**src/rtl/keyboard_pkg.sv**
```systemverilog
`default_nettype none
// ============================================================================
// Module   : keyboard_pkg
// Purpose  : Movement keycodes and conditioner state encoding shared with the ball stage.
// Revision : 1.0
// ============================================================================
package keyboard_pkg;

  localparam logic [7:0] KEY_NONE = 8'h00;
  localparam logic [7:0] KEY_W    = 8'h1A;
  localparam logic [7:0] KEY_A    = 8'h04;
  localparam logic [7:0] KEY_S    = 8'h16;
  localparam logic [7:0] KEY_D    = 8'h07;

  typedef enum logic [1:0] {
    IDLE      = 2'd0,
    CANDIDATE = 2'd1,
    HELD      = 2'd2
  } kc_state_e;

  function automatic logic is_move_key(input logic [7:0] code);
    return (code == KEY_W) || (code == KEY_A) || (code == KEY_S) || (code == KEY_D);
  endfunction

endpackage
`default_nettype wire

```
**src/rtl/frame_tick_gen.sv**
```systemverilog
`default_nettype none
// ============================================================================
// Module   : frame_tick_gen
// Purpose  : Registers vsync and flags its rising edge for one clock.
// Revision : 1.0
// ============================================================================
module frame_tick_gen (
  input  logic Clk,
  input  logic Reset,
  input  logic vsync,
  output logic frame_edge
);

  logic vsync_q;

  // Reset value of 1 keeps a vsync already high at release from counting as an edge.
  always_ff @(posedge Clk) begin
    if (Reset) vsync_q <= 1'b1;
    else       vsync_q <= vsync;
  end

  assign frame_edge = vsync & ~vsync_q;

endmodule
`default_nettype wire

```
**src/rtl/keycode_conditioner.sv**
```systemverilog
`default_nettype none
// ============================================================================
// Module   : keycode_conditioner
// Purpose  : Picks the first movement key per frame and issues it once stable.
// Revision : 1.0
// ============================================================================
module keycode_conditioner
  import keyboard_pkg::*;
#(
  parameter int STABLE_FRAMES = 2
) (
  input  logic        Clk,
  input  logic        Reset,
  input  logic        vsync,
  input  logic [31:0] keycode_raw,
  output logic [7:0]  keycode,
  output logic        key_valid,
  output logic        press_pulse,
  output logic        release_pulse
);

  localparam logic [4:0] SF_CMP = 5'(STABLE_FRAMES);
  localparam logic [3:0] SF_CNT = 4'(STABLE_FRAMES);

  logic       frame_edge;
  logic [7:0] sel;
  logic [4:0] cnt_inc;

  kc_state_e  state_q, state_d;
  logic [7:0] cand_q, cand_d;
  logic [3:0] cnt_q, cnt_d;
  logic [7:0] key_q, key_d;
  logic       valid_q, press_q, press_d, release_q, release_d;

  frame_tick_gen u_tick (
    .Clk        (Clk),
    .Reset      (Reset),
    .vsync      (vsync),
    .frame_edge (frame_edge)
  );

  // Scanning downward lets the lowest-numbered matching slot win.
  always_comb begin
    sel = KEY_NONE;
    for (int i = 3; i >= 0; i--) begin
      if (is_move_key(keycode_raw[i*8 +: 8])) sel = keycode_raw[i*8 +: 8];
    end
  end

  assign cnt_inc = {1'b0, cnt_q} + 5'd1;

  always_comb begin
    state_d   = state_q;
    cand_d    = cand_q;
    cnt_d     = cnt_q;
    key_d     = key_q;
    press_d   = 1'b0;
    release_d = 1'b0;
    if (frame_edge) begin
      case (state_q)
        CANDIDATE: begin
          if (sel == KEY_NONE) begin
            state_d = IDLE;
            cnt_d   = 4'd0;
          end else if (sel == cand_q) begin
            if (cnt_inc >= SF_CMP) begin
              state_d = HELD;
              cnt_d   = SF_CNT;
              key_d   = cand_q;
              press_d = 1'b1;
            end else begin
              cnt_d = cnt_inc[3:0];
            end
          end else begin
            cand_d = sel;
            cnt_d  = 4'd1;
          end
        end
        default: begin
          // IDLE, and HELD once the held key has gone: withdraw, then treat sel as from IDLE.
          if (state_q != HELD || sel != cand_q) begin
            if (state_q == HELD) begin
              release_d = 1'b1;
              key_d     = KEY_NONE;
              state_d   = IDLE;
              cnt_d     = 4'd0;
            end
            if (sel != KEY_NONE) begin
              cand_d = sel;
              cnt_d  = 4'd1;
              if (STABLE_FRAMES == 1) begin
                state_d = HELD;
                key_d   = sel;
                press_d = 1'b1;
              end else begin
                state_d = CANDIDATE;
              end
            end
          end
        end
      endcase
    end
  end

  always_ff @(posedge Clk) begin
    if (Reset) begin
      state_q   <= IDLE;
      cand_q    <= KEY_NONE;
      cnt_q     <= 4'd0;
      key_q     <= KEY_NONE;
      valid_q   <= 1'b0;
      press_q   <= 1'b0;
      release_q <= 1'b0;
    end else begin
      state_q   <= state_d;
      cand_q    <= cand_d;
      cnt_q     <= cnt_d;
      key_q     <= key_d;
      valid_q   <= (key_d != KEY_NONE);
      press_q   <= press_d;
      release_q <= release_d;
    end
  end

  assign keycode       = key_q;
  assign key_valid     = valid_q;
  assign press_pulse   = press_q;
  assign release_pulse = release_q;

endmodule
`default_nettype wire

```
**config.mk**
```make
export PLATFORM = sky130hd
export DESIGN_NAME = keycode_conditioner
export DESIGN_NICKNAME = d
export VERILOG_FILES = /design/src/rtl/keyboard_pkg.sv /design/src/rtl/frame_tick_gen.sv /design/src/rtl/keycode_conditioner.sv
export SDC_FILE = /design/constraint.sdc
export NUM_CORES = 1
export LEC_CHECK = 0
export CAP_MARGIN = 5
export CELL_PAD_IN_SITES_DETAIL_PLACEMENT = 1
export CELL_PAD_IN_SITES_GLOBAL_PLACEMENT = 2
export CORE_MARGIN = 2
export CORE_UTILIZATION = 24
export DETAILED_ROUTE_END_ITERATION = 7
export GPL_ROUTABILITY_DRIVEN = 0
export PLACE_DENSITY_LB_ADDON = 0.3
export SLEW_MARGIN = 40
export SYNTH_ARGS = -nofsm -noshare
export SYNTH_HDL_FRONTEND = slang
export SYNTH_SLANG_ARGS = --single-unit
```
**constraint.sdc**
```tcl
create_clock -name Clk -period 3.2 [get_ports Clk]
set_clock_uncertainty 0.15 [all_clocks]
set_input_delay 0.32 -clock Clk [delete_from_list [all_inputs] [get_ports Clk]]
set_output_delay 0.32 -clock Clk [all_outputs]
set_load 0.02 [all_outputs]
```
==> results of run 1 <==
-- per-stage QoR --
step                      cells  area, um^2
after CTS                   349        2540
after floorplan             184        1589
after detailed placement    345        2429
final                       351        2634
after global routing        351        2634
after global placement      345        2429
-- state kept, by name (all words and copies together), names as in the netlist --
signal / count
press_pulse: 1
cand_q: 8
key_valid: 1
cnt_q: 4
release_pulse: 1
state_q: 2
keycode: 8
u_tick.vsync_q: 1
-- power by group through the flow --
stage / sequential (mW) / combinational (mW) / clock [mW]
2_1_floorplan: 0.332 / 0.0459 / 0
3_3_place_gp: 0.333 / 0.133 / 0
3_5_place_dp: 0.333 / 0.135 / 0
4_1_cts: 0.325 / 0.140 / 0.224
5_1_grt: 0.325 / 0.158 / 0.238
6_report: 0.325 / 0.144 / 0.215
-- worst max-delay path: stages --
cell,delay (ns)
clkdlybuf4s50_1,0.41
a2111oi_2,0.32
buf_4,0.17
o21a_1,0.18
and4b_2,0.29
a211o_1,0.32
a21bo_2,0.23
o2111ai_2,0.10
buf_6,0.15
o31ai_4,0.08
buf_6,0.14
or3_1,0.30
a21oi_1,0.13
-- cells by family (layout without fill, tap and decap cells) --
group                    after synthesis  in the layout
AND/OR/NAND/NOR                       86             86
AO/OA/AOI/OAI                         55             55
flip-flops                            26             26
buffers and inverters                  9             99
XOR/XNOR                               5              5
adder cells (fa/ha/maj)                2              2
multiplexers                           1              1
-- worst max-delay path by stage --
stage	startpoint	endpoint	slack (ns)	cells past startpoint
4_1_cts	keycode_raw[17]	keycode[1]	-0.0006	14
2_1_floorplan	keycode_raw[3]	keycode[3]	0.07	11
6_report	keycode_raw[21]	cand_q[1]	0.11	13
3_5_place_dp	keycode_raw[10]	keycode[4]	-0.60	11
5_1_grt	keycode_raw[21]	cand_q[3]	-0.04	13
3_3_place_gp	keycode_raw[2]	keycode[0]	-0.55	11
-- synth_stat cells, types with 3 or more instances --
cell / n / share of area (%)
nand3b_1: 5 / 2.4
or3_1: 4 / 1.6
nor3_1: 8 / 2.5
a31oi_1: 4 / 1.6
nand3_1: 7 / 2.2
nor2b_1: 3 / 1.2
nor2_1: 11 / 2.6
a21oi_1: 6 / 1.9
o21ai_0: 9 / 2.8
a22o_1: 6 / 3.3
and3_1: 6 / 2.4
xor2_1: 3 / 1.7
o211ai_1: 3 / 1.4
inv_1: 7 / 1.7
dfxtp_1: 26 / 33
a21boi_0: 3 / 1.4
nand2_1: 14 / 3.3
nor4_1: 5 / 2.0
and2_1: 5 / 2.0
nand4_1: 3 / 1.2
-- routing by layer --
metal / GRT usage, % / routed length (um) / share of wire, % / vias to the layer above
li1: - / - / - / 885
met1: 16.90 / 2241 / 47 / 828
met2: 24.57 / 2361 / 49 / 38
met3: 1.167 / 126 / 2.6 / 5
met4: 5.195 / 73 / 1.5 / 0
met5: 0 / 0 / 0 / -
-- area by class of cell --
type / count / area, um^2 / area share [%]
Clock buffer: 4 / 55.05 / 2.090
Inverter: 7 / 26.28 / 0.9976
Multi-Input combinational cell: 149 / 1144 / 43.42
Sequential cell: 26 / 520.5 / 19.76
Tap cell: 77 / 96.34 / 3.658
Timing Repair Buffer: 88 / 792.0 / 30.07
-- timing repair --
item,CTS,global route
cloned,0,1
pin swaps,11,11
gates resized for setup,21,22
setup endpoints to repair,23,22
setup buffers,0,1
endpoints found under the hold margin,0,0
==> impl_metrics.tcl, run 1 <==
set metrics [dict create \
    grt_max_degree 15 \
    grt_first_pass_wirelength_um 8086 \
    p_sw_share_pct 24.45 \
    place_hpwl_um 3843 \
    maxCapViolations 0 \
    crit_arrival_ns 3.15 \
    grt_pass1_vias 1734 \
    rows 29 \
    peakVddDrop_v 0.0001727 \
    leakagePower_nw 1.114 \
    p_switching_mw 0.1675 \
    avgRoutedWirePerCell_um 13.68 \
    final_hold_viol_count 0 \
    dr.pass1.iters 4 \
    cts.htree.levels 1 \
    mostFrequentLayoutCell "buf_4" \
    die_height_um 85.37 \
    syn_nets 221 \
    power_density_nw_per_um2 260.1 \
    relSlewSlack_pct 67.21 \
    path_class "input port to register" \
    vias 1756 \
    ys_types 57 \
    clkTransAtPathRegs_ns 0.09 \
    clkSinkCount 26 \
    syn_area_per_cell_um2 8.636 \
    power_frac_clock_pct 31.5 \
    min_to "cnt_q[3]" \
    post-route-min-period_ns 3.093 \
    synth_compound_area_share_pct 27.87 \
    synthMuxAreaShare_pct 0.6299 \
    r2r-end "keycode[1]" \
    pre_cts_ws_ns -0.6033 \
    num-fill-cells 773 \
    ios 46 \
    nets 312 \
    cts_root_buffer "clkbuf_8" \
    rsz0062_at_grt "yes" \
    ant_nets 0 \
    setup_violations 0 \
    synth_top_family_by_area "simple AND/OR/NAND/NOR gates" \
    worstHoldStart "cnt_q[3]" \
    grt_overflow_total 0 \
    fp.coreArea_um2 6386 \
    cts_tree "done" \
    io_buffer_count 45 \
    cts_buffer_depth 2 \
    holdPathStages 1 \
    most-common-layout-cells "buf_4, clkdlybuf4s50_1, dfxtp_1" \
    grt_usage_pct 13.70 \
    routed_wl_um 4802 \
    whs_ns 0.3281 \
    insertion_delay_ns 0.27 \
    syn-cell-area_um2 1589 \
    drv_slew 0 \
    cts_buffers 3 \
    die_area_um2 7288 \
    postCtsHoldBufs 0 \
    max_freq_mhz 323.3 \
    r2r_start "cand_q[1]" \
    rrSetupSlack_ns 0.90 \
    synth-edff-count 0 \
    pwr-share-seq_pct 47.5 \
    yosys.area_share.adder_pct 1.575 \
    status "completed" \
    tightest_slew_ns 0.4880 \
    fin_setup_tns_ns 0 \
    antenna_found_initial 0 \
    end_kind "register" \
    combPwrFrac_pct 21.1 \
    power_mw 0.6850 \
    via_per_inst 5.003 \
    fin_util_pct 41.24 \
    power.internal_mw 0.5175 \
    drcViolationCount 0 \
    startpoint_type "input port" \
    n_antenna_cell 0 \
    crit_required_ns 3.26 \
    cp_max_fo 5 \
    drive_gt1_share_pct 28.83 \
    postSynth.asyncResetShare_pct 0 \
    initial_core_util_pct 24.88 \
    die_x_um 85.37 \
    synth_top_flop_cell "dfxtp_1" \
    syn_inst 184 \
    yosys.area_share.simple_pct 31.81 \
    synth_seq_area_share_pct 32.76 \
    finalCritPeriodShare_pct 96.67 \
    drtIter0Drc 37 \
    syn_to_final_growth_pct 65.75 \
    hp-class "register to register" \
    ys_seq_elements 26 \
    yosysWarnings 0 \
    finalWorstSetupSlack_ns 0.1067 \
    synth_xor_area_share_pct 2.756 \
    reg2reg_depth 9 \
]
(Power assumes the default switching activity.)
==> run 2: changes to the inputs <==
--- a/config.mk
+++ b/config.mk
@@ -10,6 +10,7 @@
 export CELL_PAD_IN_SITES_GLOBAL_PLACEMENT = 2
 export CORE_MARGIN = 2
 export CORE_UTILIZATION = 24
+export CTS_CLUSTER_DIAMETER = 40
 export DETAILED_ROUTE_END_ITERATION = 7
 export GPL_ROUTABILITY_DRIVEN = 0
 export PLACE_DENSITY_LB_ADDON = 0.3
==> results of run 2 <==
Final layout, timing and power as in run 1 (identical DEF).
